===== src/rtl/rd_stream_buf.sv =====
// rd_stream_buf: read-side output stage of the async FIFO (rclk domain).
// Converts the rempty/rinc pop interface plus synchronous-read memory data into
// a valid/ready stream through a 3-entry prefetch buffer. rinc depends only on
// registered state and rempty, never on m_ready.
//
// Ports:
//   rclk, rrst_n      read clock, asynchronous active-low reset
//   rempty            registered empty flag from the read-pointer block
//   rinc              pop request to the read-pointer block
//   rdata             memory read data, valid the cycle after a pop edge
//   m_valid, m_ready  output stream handshake
//   m_data            output word (buffer head, register driven)
//   buf_cnt           words currently held in the buffer (0..3)
module rd_stream_buf #(
  parameter int unsigned DWIDTH = 8
) (
  input  logic              rclk,
  input  logic              rrst_n,
  input  logic              rempty,
  output logic              rinc,
  input  logic [DWIDTH-1:0] rdata,
  output logic              m_valid,
  input  logic              m_ready,
  output logic [DWIDTH-1:0] m_data,
  output logic [1:0]        buf_cnt
);

  logic [DWIDTH-1:0] buf_q [3];
  logic [1:0]        head_q;
  logic [1:0]        tail_q;
  logic [1:0]        cnt_q;
  logic              infl_q;

  logic              push;
  logic              pop;
  logic [2:0]        occ;

  // Index increment with wrap 2 -> 0; value 3 is never produced.
  function automatic logic [1:0] idx_inc(input logic [1:0] idx);
    return (idx == 2'd2) ? 2'd0 : idx + 2'd1;
  endfunction

  always_comb begin
    // Buffered plus in-flight words; must never exceed the 3 slots.
    occ     = {1'b0, cnt_q} + {2'b00, infl_q};
    rinc    = ~rempty & (occ < 3'd3);
    m_valid = (cnt_q != 2'd0);
    pop     = m_valid & m_ready;
    push    = infl_q;
    buf_cnt = cnt_q;
    case (head_q)
      2'd1:    m_data = buf_q[1];
      2'd2:    m_data = buf_q[2];
      default: m_data = buf_q[0];
    endcase
  end

  always_ff @(posedge rclk or negedge rrst_n) begin
    if (!rrst_n) begin
      head_q <= 2'd0;
      tail_q <= 2'd0;
      cnt_q  <= 2'd0;
      infl_q <= 1'b0;
      for (int i = 0; i < 3; i++) begin
        buf_q[i] <= '0;
      end
    end else begin
      // rdata carries a popped word exactly one cycle after a rinc edge.
      infl_q <= rinc;
      if (push) begin
        for (int i = 0; i < 3; i++) begin
          if (tail_q == 2'(i)) begin
            buf_q[i] <= rdata;
          end
        end
        tail_q <= idx_inc(tail_q);
      end
      if (pop) begin
        head_q <= idx_inc(head_q);
      end
      case ({push, pop})
        2'b10:   cnt_q <= cnt_q + 2'd1;
        2'b01:   cnt_q <= cnt_q - 2'd1;
        default: cnt_q <= cnt_q;
      endcase
    end
  end

endmodule

===== config.mk =====
export PLATFORM = sky130hd
export DESIGN_NAME = rd_stream_buf
export DESIGN_NICKNAME = d
export VERILOG_FILES = /design/src/rtl/rd_stream_buf.sv
export SDC_FILE = /design/constraint.sdc
export NUM_CORES = 1
export LEC_CHECK = 0
export CORE_MARGIN = 2
export CORE_UTILIZATION = 54
export CTS_BUF_LIST = sky130_fd_sc_hd__clkbuf_8
export DETAILED_ROUTE_END_ITERATION = 12
export GPL_TIMING_DRIVEN = 1
export PLACE_DENSITY = 0.81
export SYNTH_ARGS = -nofsm -noshare
export SYNTH_HDL_FRONTEND = slang
export SYNTH_SLANG_ARGS = --single-unit

===== constraint.sdc =====
create_clock -name rclk -period 2.2 [get_ports rclk]
set_input_delay 0.33 -clock rclk [delete_from_list [all_inputs] [get_ports rclk]]
set_output_delay 0.33 -clock rclk [all_outputs]
set_load 0.1 [all_outputs]

==> metrics.txt <==
status complete, no violations; worst setup path startpoint head_q[0]$_DFFE_PN0P_; Top Metal Used met4; Final #Nets 157; Achievable Freq 487 MHz; max_cap viols 0; DR iter-0 viols 14; final setup margin between 100 and 150 ps; startpoint types register; utilization after layout 0.784; total wire length 2.89 mm; kind of critical path register to primary output; met3 WL post-DR approximately 110 um; WL per Instance ~17 um; CTS buffer count 5; Area growth syn-to-layout 35.3%; Root Driver clkbuf_8; met2 WL roughly 1.5 mm; worst-path fanout max 10; launch point of the worst reg-to-reg path buf_cnt[0]$_DFFE_PN0P_; Max-slew headroom 0.630; M1 WL roughly 1.2 mm; ranking of synthesized cells by area dfrtp_1 54%, mux2_2 14%, mux2_4 8.3%, ha_1 6.0%, a22oi_1 4.1%; DP HPWL around 2.0 mm; layout cells sized above 1 0.467; post-synthesis cell count 110; CTS tree yes; most frequent cell after synthesis dfrtp_1; n_diodes 0; Core Region between 2000 and 2500 um^2; min cycle time layout around 2100 ps; Post-CTS Setup Bufs 0; ys flop type dfrtp_1; RSZ-0062 raised after global routing false; EDFF count, synth 0; routed vias about 940; row cnt 18; Yosys warnings 0; post-synth top area share 0.535; WP data required approximately 1900 ps; Worst-path clk slew 60 ps; Placed Cells around 160; syn_area_per_cell approximately 13 um^2; die extent in x roughly 56 um; Async SR Flop Fraction 1.00; GRT Total Usage 0.215; non-filler cells, final roughly 170; Port-buffer cells 23; Worst Skew 1.82 ps; Synth top cells by count 31 x dfrtp_1, 18 x mux2_2, 9 x nor2_1; DRC viols 0; Final Hold Vio Count 0; Mapped Area approximately 1400 um^2; CP endpoint kind primary output; Via-to-Cell Ratio between 5 and 6; leading area contributor after synthesis dfrtp_1; die height around 56 um; Seq/Total Area, Yosys 0.535; initial antenna violation count 0; TritonRoute pass-1 iters 4; final worst path period share 0.933; #FFs+latches synth 31; Netlist cell types 21; clk_lat worst skew 270 ps; post-route ant nets 0; HP Class primary input to async pin; largest net degree at the start of global routing 32; Initial Util 0.580; Max H-tree Level 2; vias in the first global route 1117; Die ar. roughly 3100 um^2; total congestion overflow 0; Clock Sinks 31; Setup WS pre-CTS around 420 ps; Slew @ Worst Pin ~550 ps; global-route wire length before repair 5.13 mm; crit path DAT between 1500 and 2000 ps; Setup violations, final 0; Synth Net Count around 130; Max Root-Sink Buffers 2; RD Place Congestion 0.709; Final Max Slew Viols 0; Ports 24
[cell usage in the layout, fill, tap and decap left out]
cell type and n:
nor2_1 9, clkdlybuf4s50_1 11, dfrtp_4 1, buf_12 9
dfrtp_2 1, inv_1 5, a21oi_2 6, nand2_1 1
o21ai_0 1, xor2_1 1, mux2_4 8, dfrtp_1 29
clkbuf_8 5, buf_4 6, inv_2 1, a211oi_4 1
ha_1 3, xnor2_1 2, nor3_4 1, a22oi_1 8
a21oi_4 2, nand3_1 1, mux2_2 18, or2_2 1
ha_2 2, a21o_1 1, or3_1 1, ha_4 2
[cells by family (layout without fill, tap and decap cells)]
| family | after synthesis | after routing | share of synthesized area |
|---|---|---|---|
| compound gates | 19 | 19 | 0.0829 |
| flops | 31 | 31 | 0.535 |
| fa+ha+maj | 7 | 7 | 0.0604 |
| simple gates | 14 | 14 | 0.0492 |
| mux | 26 | 26 | 0.223 |
| buf+inv | 10 | 37 | 0.0311 |
| xor+xnor | 3 | 3 | 0.0181 |
[per-layer routing]
layer  vias up  GRT usage
met5         -          0
met4         0      0.105
met1       470      0.262
li1        441          -
met2        26      0.347
met3         6     0.0651
[final cells by class]
type	count	area, um^2
Fill cell	154	539
Inverter	5	18.8
Tap cell	30	37.5
Timing Repair Buffer	26	335
Clock inverter	1	3.75
Clock buffer	5	68.8
Sequential cell	31	781
Multi-Input combinational cell	69	716
[flip-flops by register name (all words and copies together), names as in the netlist]
signal   cells
buf_cnt      2
buf_q       24
head_q       2
infl_q       1
tail_q       2
[critical path: stages, from the launching register on]
cell and delay, ps:
dfrtp_1 390, inv_1 90, ha_1 310, buf_4 210
nor2_1 100, a21oi_4 150, buf_12 190
[timing repair]
action                     CTS  global route
setup endpoints to repair    0             1
hold buffers                 0             0
resized for setup            0             2
[worst paths after layout]
path / endpoint / slack, ps / cells past startpoint
max in group asynchronous: buf_cnt[0]$_DFFE_PN0P_ / 1450 / 2
min: buf_q[3]$_DFFE_PN0P_ / 450 / 2
max: m_data[4] / 150 / 6
min reg2reg: buf_q[8]$_DFFE_PN0P_ / 510 / 1
max reg2reg: buf_cnt[1]$_DFFE_PN0P_ / 520 / 6
min in group rclk: buf_q[8]$_DFFE_PN0P_ / 510 / 1
[through the flow]
step,hold slack [ps],TNS (ps),instance area (um^2)
6_report,447,0,1960
5_1_grt,478,0,1960
4_1_cts,455,0,1960
3_5_place_dp,495,0,1880
3_3_place_gp,487,0,1880
2_1_floorplan,34.4,-1130,1540
Power is left out: the tool's default activity adds up to more than one toggle a clock period on the data nets, which glitch-free logic cannot reach.
